**src/rtl/reg_scoreboard.sv**
```systemverilog
// Register scoreboard: tracks in-flight writers per architectural register.
// Optional stall counter output enabled by defining SB_PERF_CNT_EN.
module reg_scoreboard #(
  parameter int NREG  = 32,
  parameter int TAG_W = 4,
  localparam int RW   = $clog2(NREG)
) (
  input  logic             clk,
  input  logic             rst_n,
  input  logic             disp_valid,
  output logic             disp_ready,
  input  logic [RW-1:0]    disp_rs1,
  input  logic [RW-1:0]    disp_rs2,
  input  logic             disp_rs1_en,
  input  logic             disp_rs2_en,
  input  logic [RW-1:0]    disp_rd,
  input  logic             disp_R_Wen,
  input  logic [TAG_W-1:0] disp_tag,
  output logic             rs1_busy,
  output logic [TAG_W-1:0] rs1_tag,
  output logic             rs2_busy,
  output logic [TAG_W-1:0] rs2_tag,
  input  logic             wb_valid,
  input  logic [RW-1:0]    wb_rd,
  input  logic [TAG_W-1:0] wb_tag,
  input  logic             flush,
  output logic [NREG-1:0]  busy_vec
`ifdef SB_PERF_CNT_EN
  ,
  output logic [31:0]      stall_cnt
`endif
);

  logic [NREG-1:0]  busy;
  logic [TAG_W-1:0] tag [NREG];

  logic wb_hit1;
  logic wb_hit2;
  logic wb_hitd;
  logic rd_pend;
  logic fire;
  logic set_rd;
  logic clr_wb;

  // A writeback matching the current owner's tag makes the register
  // look free this cycle already.
  always_comb begin
    wb_hit1 = wb_valid && (wb_rd == disp_rs1)
           && (wb_tag == tag[disp_rs1]);
    wb_hit2 = wb_valid && (wb_rd == disp_rs2)
           && (wb_tag == tag[disp_rs2]);
    wb_hitd = wb_valid && (wb_rd == disp_rd)
           && (wb_tag == tag[disp_rd]);

    rs1_busy = disp_rs1_en && (disp_rs1 != '0)
            && busy[disp_rs1] && !wb_hit1;
    rs2_busy = disp_rs2_en && (disp_rs2 != '0)
            && busy[disp_rs2] && !wb_hit2;
    rs1_tag  = rs1_busy ? tag[disp_rs1] : '0;
    rs2_tag  = rs2_busy ? tag[disp_rs2] : '0;

    rd_pend  = disp_R_Wen && (disp_rd != '0)
            && busy[disp_rd] && !wb_hitd;

    disp_ready = !flush && !rs1_busy
              && !rs2_busy && !rd_pend;

    fire   = disp_valid && disp_ready;
    set_rd = fire && disp_R_Wen && (disp_rd != '0);
    clr_wb = wb_valid && (wb_rd != '0)
          && busy[wb_rd] && (tag[wb_rd] == wb_tag);
  end

  // Set follows clear so a same-register dispatch keeps the new owner.
  always_ff @(posedge clk or negedge rst_n) begin
    if (!rst_n) begin
      busy <= '0;
      for (int i = 0; i < NREG; i++) begin
        tag[i] <= '0;
      end
    end else if (flush) begin
      busy <= '0;
    end else begin
      if (clr_wb) begin
        busy[wb_rd] <= 1'b0;
      end
      if (set_rd) begin
        busy[disp_rd] <= 1'b1;
        tag[disp_rd]  <= disp_tag;
      end
    end
  end

  assign busy_vec = busy;

`ifdef SB_PERF_CNT_EN
  always_ff @(posedge clk or negedge rst_n) begin
    if (!rst_n) begin
      stall_cnt <= '0;
    end else if (disp_valid && !disp_ready && !flush
                 && (stall_cnt != 32'hFFFF_FFFF)) begin
      stall_cnt <= stall_cnt + 32'd1;
    end
  end
`endif

endmodule
```
**config.mk**
```make
export PLATFORM = sky130hd
export DESIGN_NAME = reg_scoreboard
export DESIGN_NICKNAME = d
export VERILOG_FILES = /design/src/rtl/reg_scoreboard.sv
export SDC_FILE = /design/constraint.sdc
export NUM_CORES = 1
export LEC_CHECK = 0
export ABC_AREA = 1
export CAP_MARGIN = 40
export CORE_MARGIN = 2
export CORE_UTILIZATION = 33
export CTS_CLUSTER_DIAMETER = 80
export DETAILED_ROUTE_END_ITERATION = 16
export PLACE_DENSITY_LB_ADDON = 0.08
export SETUP_SLACK_MARGIN = 0.4
export SYNTH_ARGS = -nofsm -noshare
export SYNTH_HDL_FRONTEND = slang
export SYNTH_SLANG_ARGS = --single-unit
```
**constraint.sdc**
```tcl
create_clock -name clk -period 6.3 [get_ports clk]
set_clock_uncertainty 0.1 [all_clocks]
set_input_delay 1.26 -clock clk [delete_from_list [all_inputs] [get_ports clk]]
set_output_delay 1.26 -clock clk [all_outputs]
set_load 0.05 [all_outputs]
```
==> results of run 1 <==
## power by group
part	switching (µW)	total [µW]	internal [µW]
combinational	552	753	201
clock	495	1210	713
sequential	81.9	1160	1080
total	1130	3120	1990
## how the worst max path moves through the flow
| stage | depth (start not counted) | to |
|---|---|---|
| detailed placement | 17 | disp_ready |
| global placement | 17 | disp_ready |
| finish | 15 | rs2_tag[1] |
| global route | 19 | disp_ready |
| floorplan | 10 | rs2_tag[1] |
| CTS | 17 | disp_ready |
## registers in the layout, summed over array words and instances (netlist names)
signal    cells
tag         128
busy_vec     32
## cell type report
cell class,count,area share
multi-input cells,1826,0.529
flip-flops and latches,160,0.252
repair buffers,154,0.0974
well taps,532,0.0419
inverters,163,0.0385
clock buffers,19,0.0279
clock inverters,13,0.0131
## synth_stat cells (all sizes together)
library cell,n,area share
nand2,898,0.25
nand3,207,0.075
nand4,195,0.098
nor2,187,0.052
inv,162,0.044
dfrtp,160,0.29
o21ai,154,0.056
buf,103,0.041
clkbuf,68,0.019
a21oi,67,0.024
o22ai,60,0.027
nor3,20,0.0073
o211ai,17,0.0093
a22oi,6,0.0033
o2111ai,3,0.0019
a31oi,2,0.00091
o221ai,2,0.0013
xnor2,2,0.0013
xor2,2,0.0013
a21boi,1,0.00054
a221oi,1,0.00064
clkinv,1,0.00027
nor4,1,0.00045
or2,1,0.00045
## kinds of logic (layout without fill, tap and decap cells)
| group | count (synthesis) | in the layout | synth area share |
|---|---|---|---|
| flops | 160 | 160 | 0.290 |
| compound gates | 313 | 313 | 0.125 |
| buf+inv | 334 | 349 | 0.104 |
| xor+xnor | 4 | 4 | 0.00254 |
| simple gates | 1509 | 1509 | 0.478 |
## per-stage QoR
stage,cell area [µm²],setup WS (ns),std cells
finish,15900,0.553,2867
global route,15900,0.488,2867
CTS,15900,0.566,2867
detailed placement,15200,0.581,2835
global placement,15200,0.656,2831
floorplan,13800,1.52,2320
## layer usage
layer  vias up  GRT usage  wire [µm]
met3       130     0.0628       6390
met1      8184      0.496      33900
met4         0      0.129       2540
met5         -          0          0
li1       7741          -          -
met2       937      0.517      32600
## worst max-delay path: cells and delay by family
kind | cells | cell delay (ns)
simple gates | 10 | 1.33
buf+inv | 4 | 1.24
compound gates | 1 | 0.55
==> results by group, run 1 <==
Run status
  – Status: completed

Placed design
  – Port bufs: between 70 and 80
  – Post-DP HPWL: 55000 µm
  – GPL Wtd Cong: around 1.0

Routing
  – First-pass DRT Iterations: 6
  – Remaining antenna violation count: 0
  – Drt via density: 5.93
  – Post-route DRC: 0
  – Vias: 17.0k
  – Post-Route WL: about 75000 µm
  – DR WL/cell: 26.3 µm
  – Starting DRC count in detailed routing: approximately 2.4k

GRT
  – Vias in the first global route: between 15k and 20k
  – Largest net degree at the start of global routing: around 160
  – Total gr overflow: 0
  – Initial antenna violation count: 3
  – First-pass GRT wire length: between 100000 and 150000 µm
  – Tot GR Track Use: 0.346

CTS
  – Clk_lat worst skew: 0.51 ns
  – CTS Sinks: 160
  – # resized after CTS: 0
  – TritonCTS Buffers: 17
  – CTS tree: yes
  – Reg clk slew, reported paths: approximately 0.070 ns
  – Clock Tree Root: clkbuf_16
  – CTS H-tree depth: 4
  – Postcts setup bufs: 0
  – Clk buf depth: 2
  – Post-CTS Hold Buffers: 0

Setup path
  – Worst setup path class: input port to output port
  – R2R Setup Slk: 2.60 ns
  – Max incr delay on CP: roughly 0.55 ns
  – Critical Path End Type: output port
  – Worst r2r src: tag[55]$_DFFE_PN0P_
  – Crit path DAT: 4.39 ns
  – Worst reg2reg endpoint: tag[119]$_DFFE_PN0P_
  – Reg2reg path depth: 17
  – CP startpoint kind: input port
  – Crit path max fanout: 22
  – CP max-delay cell: a21oi_1
  – CP most frequent cell: nand2_1
  – Crit path cell chain: clkdlybuf4s50_1 -> buf_4 -> nand3_1 -> nand2_1 -> nand2_1 -> nand2_1 -> nand2_1 -> nand2_1 -> nand2_1 -> nand2_1 -> inv_1 -> nand3_1 -> nand2_2 -> a21oi_1 -> buf_12
  – CP Launch Point: disp_rs2[2]
  – CP required: ~4.9 ns

Layout
  – Layout fillers: around 4.5k
  – Area grow syn2layout: 15.1%
  – Layout cells sized above 1: 0.0737
  – Commonest non-fill, non-tap cell in the layout: nand2_1
  – Final core occ: 0.387
  – Commonest non-fill, non-tap cells in the layout: nand2_1, nand3_1, nor2_1
  – # diodes: 0
  – Register area: 4000 µm²
  – Multi-input combinational cell area: between 8000 and 9000 µm²
  – Nets: roughly 2.4k

Synthesis
  – Post-Syn Instances: ~2.3k
  – Post-Syn Nets: approximately 2.4k
  – Flops & latches, synth: 160
  – Synth Cell Area: 13800 µm²
  – Syn_area_per_cell: around 6 µm²
  – Synth unique cells: 33
  – Yosys warns: 0
  – Post-synthesis sequential area ratio: 0.290

Timing
  – Worst-Margin Slew: a little under 0.9 ns
  – Final period utilization: 0.912
  – Final hold violation count: 0
  – Unrepaired setup endpoints after global routing: false
  – Setup violators final: 0
  – Fin crit period: 5.75 ns
  – WHS: between 0.3 and 0.4 ns
  – Slew Viols, Final: 0
  – Final TNS setup: 0 ns
  – Slew margin rel.: 0.418
  – Fmax: 0.174 GHz

Floorplanning
  – CORE AREA: between 40000 and 50000 µm²
  – Starting Density: 0.336
  – Die X: 208 µm
  – I/O Pins: 79
  – Die Y: around 210 µm
  – Die ar.: between 40000 and 50000 µm²
  – Cell Rows: between 70 and 80

Worst hold path
  – Hold Path Depth: 0
  – Hold_sp: tag[126]$_DFFE_PN0P_
  – Worst hold path type: flop to flop
  – Hold endpoint: tag[126]$_DFFE_PN0P_

Power and ir drop
  – Total power: 3120 µW
  – Power density cells: 197 nW/µm²
  – Leak: about 0.0076 µW
  – Worst VDD drop: a little over 200 µV

Job
  – Max-capacitance violation count: 0
Power figures use the tool's default switching activity.
==> run 2: changes to the inputs <==
--- a/config.mk
+++ b/config.mk
@@ -6,12 +6,12 @@
 export NUM_CORES = 1
 export LEC_CHECK = 0
 export ABC_AREA = 1
-export CAP_MARGIN = 40
+export CAP_MARGIN = 0
 export CORE_MARGIN = 2
 export CORE_UTILIZATION = 33
 export CTS_CLUSTER_DIAMETER = 80
 export DETAILED_ROUTE_END_ITERATION = 16
-export PLACE_DENSITY_LB_ADDON = 0.08
+export PLACE_DENSITY = 0.51
 export SETUP_SLACK_MARGIN = 0.4
 export SYNTH_ARGS = -nofsm -noshare
 export SYNTH_HDL_FRONTEND = slang
==> run 2 against run 1 <==
Final cell count increased by 0.35%; final area decreased by 0.32%; sequential power about the same; utilization decreased by 0.13 points; power decreased by 6.2%; first-iteration DRC count decreased by 2.9%; clock power decreased by 17%; worst setup slack improved by 0.090 ns; hold slack improved by 0.0024 ns; die area unchanged; wire length decreased by 2.7%; largest cell class unchanged.
==> results by group, run 2 (synthesis gave the netlist of run 1 again) <==
Timing
  – Worst-Margin Slew: 0.943 ns (was 0.872 ns)
  – Fmax: 0.177 GHz (was 0.174 GHz)
  – Fin crit period: 5.66 ns (was 5.75 ns)
  – Slew margin rel.: 0.372 (was 0.418)
  – WHS: 0.311 ns (was 0.309 ns)
  – Final hold violation count: 0 (unchanged)
  – Setup violators final: 0 (unchanged)
  – Final TNS setup: 0 ns (unchanged)
  – Unrepaired setup endpoints after global routing: false (unchanged)
  – Slew Viols, Final: 0 (unchanged)
  – Final period utilization: 0.898 (was 0.912)

Power and ir drop
  – Leak: 0.00755 µW (was 0.00757 µW)
  – Total power: 2930 µW (was 3120 µW)
  – Worst VDD drop: 202 µV (was 205 µV)
  – Power density cells: 185 nW/µm² (was 197 nW/µm²)

Layout
  – Layout fillers: 4554 (was 4482)
  – Max FFs per register: 128 (unchanged)
  – Commonest non-fill, non-tap cell in the layout: nand2_1 (unchanged)
  – Nets: 2366 (was 2358)
  – Commonest non-fill, non-tap cells in the layout: nand2_1, nand3_1, nor2_1 (unchanged)
  – Top reg by flops: tag (unchanged)
  – Area grow syn2layout: 14.7% (was 15.1%)
  – Layout cells sized above 1: 0.0764 (was 0.0737)

Setup path
  – CP startpoint kind: input port (unchanged)
  – Crit path max fanout: 15 (was 22)
  – Worst reg2reg endpoint: tag[115]$_DFFE_PN0P_ (was tag[119]$_DFFE_PN0P_)
  – Worst r2r src: tag[112]$_DFFE_PN0P_ (was tag[55]$_DFFE_PN0P_)
  – Reg2reg path depth: 16 (was 17)
  – CP required: 4.94 ns (about the same)
  – Worst setup path class: input port to output port (unchanged)
  – Crit path DAT: 4.30 ns (was 4.39 ns)
  – Critical Path End Type: output port (unchanged)
  – R2R Setup Slk: 2.76 ns (was 2.60 ns)

CTS
  – Clk buf depth: 2 (unchanged)
  – CTS tree: yes (unchanged)
  – Reg clk slew, reported paths: 0.07 ns (about the same)
  – Postcts setup bufs: 0 (unchanged)
  – CTS Sinks: 160 (unchanged)
  – CTS H-tree depth: 4 (unchanged)
  – Clock Tree Root: clkbuf_16 (unchanged)
  – TritonCTS Buffers: 17 (unchanged)
  – Clk_lat worst skew: 0.50 ns (was 0.51 ns)

GRT
  – Tot GR Track Use: 0.337 (was 0.346)
  – Total gr overflow: 0 (unchanged)
  – Largest net degree at the start of global routing: 161 (was 156)
  – Vias in the first global route: 15.5k (was 15.4k)
  – First-pass GRT wire length: 107000 µm (was 110000 µm)
  – Initial antenna violation count: 2 (was 3)

Routing
  – Met3 Wirelength: 7540 µm (was 6390 µm)
  – Post-Route WL: 73400 µm (was 75400 µm)
  – First-pass DRT Iterations: 6 (unchanged)
  – Metal2 WL: 31200 µm (was 32600 µm)
  – Drt via density: 5.91 (was 5.93)
  – Vias: 17.0k (about the same)
  – Remaining antenna violation count: 0 (unchanged)
  – DR WL/cell: 25.5 µm (was 26.3 µm)
  – Post-route DRC: 0 (unchanged)
  – Starting DRC count in detailed routing: 2322 (was 2392)
  – M1 WL: 32100 µm (was 33900 µm)
  – Highest Signal Layer: met5 (was met4)

Placed design
  – GPL Wtd Cong: 1.04 (was 1.01)
  – Port bufs: 78 (unchanged)
  – Post-DP HPWL: 52500 µm (was 55000 µm)

Worst hold path
  – Hold endpoint: tag[126]$_DFFE_PN0P_ (unchanged)
  – Hold_sp: tag[126]$_DFFE_PN0P_ (unchanged)
  – Hold Path Depth: 0 (unchanged)
  – Worst hold path type: flop to flop (unchanged)

Floorplanning
  – Starting Density: 0.336 (unchanged)
  – Die Y: 208 µm (unchanged)
  – Die X: 208 µm (unchanged)
  – CORE AREA: 41000 µm² (unchanged)
  – I/O Pins: 79 (unchanged)
  – Die ar.: 43400 µm² (unchanged)
  – Cell Rows: 74 (unchanged)

Run status
  – Status: completed (unchanged)

Job
  – Max-capacitance violation count: 0 (unchanged)
run 2: cell types whose count changed in the layout (fill, tap and decap cells not counted), sizes merged:
cell,before,now
clkdlybuf4s50,60,61
diode,0,2
dlymetal6s2s,1,0
buf,93,101
inv,164,167
bufinv,5,0
clkinv,6,8
run 2: power breakdown:
group | switching, µW | total, µW | internal (µW) | leakage (µW)
registers | 81.1 | 1160 | 1080 | 0.00221
clock network | 500 | 1010 | 511 | 0.000266
logic | 551 | 757 | 206 | 0.00507
run 2: worst max path at each step:
stage	startpoint	endpoint	slack, ns	depth (start not counted)
floorplan	disp_rs2[0]	rs2_tag[1]	1.52	10
global placement	disp_rs1[2]	disp_ready	0.22	17
detailed placement	disp_rs1[2]	disp_ready	0.32	17
CTS	disp_rs1[2]	disp_ready	0.42	17
global route	disp_rs1[2]	disp_ready	0.51	16
finish	disp_rs2[2]	rs2_tag[1]	0.64	16
run 2: layout make-up:
cell class | count | area, µm² | share of cell area
multi-input combinational | 1826 | 8390 | 0.530
antenna | 2 | 5.00 | 0.000316
tap | 532 | 666 | 0.0421
clock buffer | 19 | 433 | 0.0274
clock inverter | 13 | 106 | 0.00672
inverter | 163 | 612 | 0.0387
timing repair buffer | 162 | 1600 | 0.101
sequential | 160 | 4000 | 0.253
run 2: what timing repair did:
action	CTS	global route
gates resized for setup	1	3
setup endpoints to repair	2	2
cloned	0	0
hold buffers	0	0
run 2: stage by stage:
step	instance area, µm²	utilization	worst slack [ns]	cells
3_5_place_dp	15300	0.372	0.321	2843
4_1_cts	15800	0.385	0.416	2875
3_3_place_gp	15300	0.372	0.220	2843
2_1_floorplan	13800	-	1.52	2320
6_report	15800	0.386	0.643	2877
5_1_grt	15800	0.386	0.510	2875
run 2: layer usage:
layer / up-vias / GRT usage
met5: - / 0
met4: 2 / 0.130
met3: 137 / 0.0737
met2: 999 / 0.491
met1: 8087 / 0.483
li1: 7773 / -
run 2: critical path: stages:
cell             delay, ns
clkdlybuf4s50_1       0.64
buf_4                 0.27
buf_4                 0.31
nand3_1               0.15
nand2_1               0.14
nand2_1               0.06
nand2_1               0.08
nand2_1               0.06
nand2_1               0.11
nand2_1               0.05
nand2_1               0.06
inv_1                 0.04
nand3_1               0.08
nand2_2               0.24
a21oi_1               0.52
buf_12                0.21
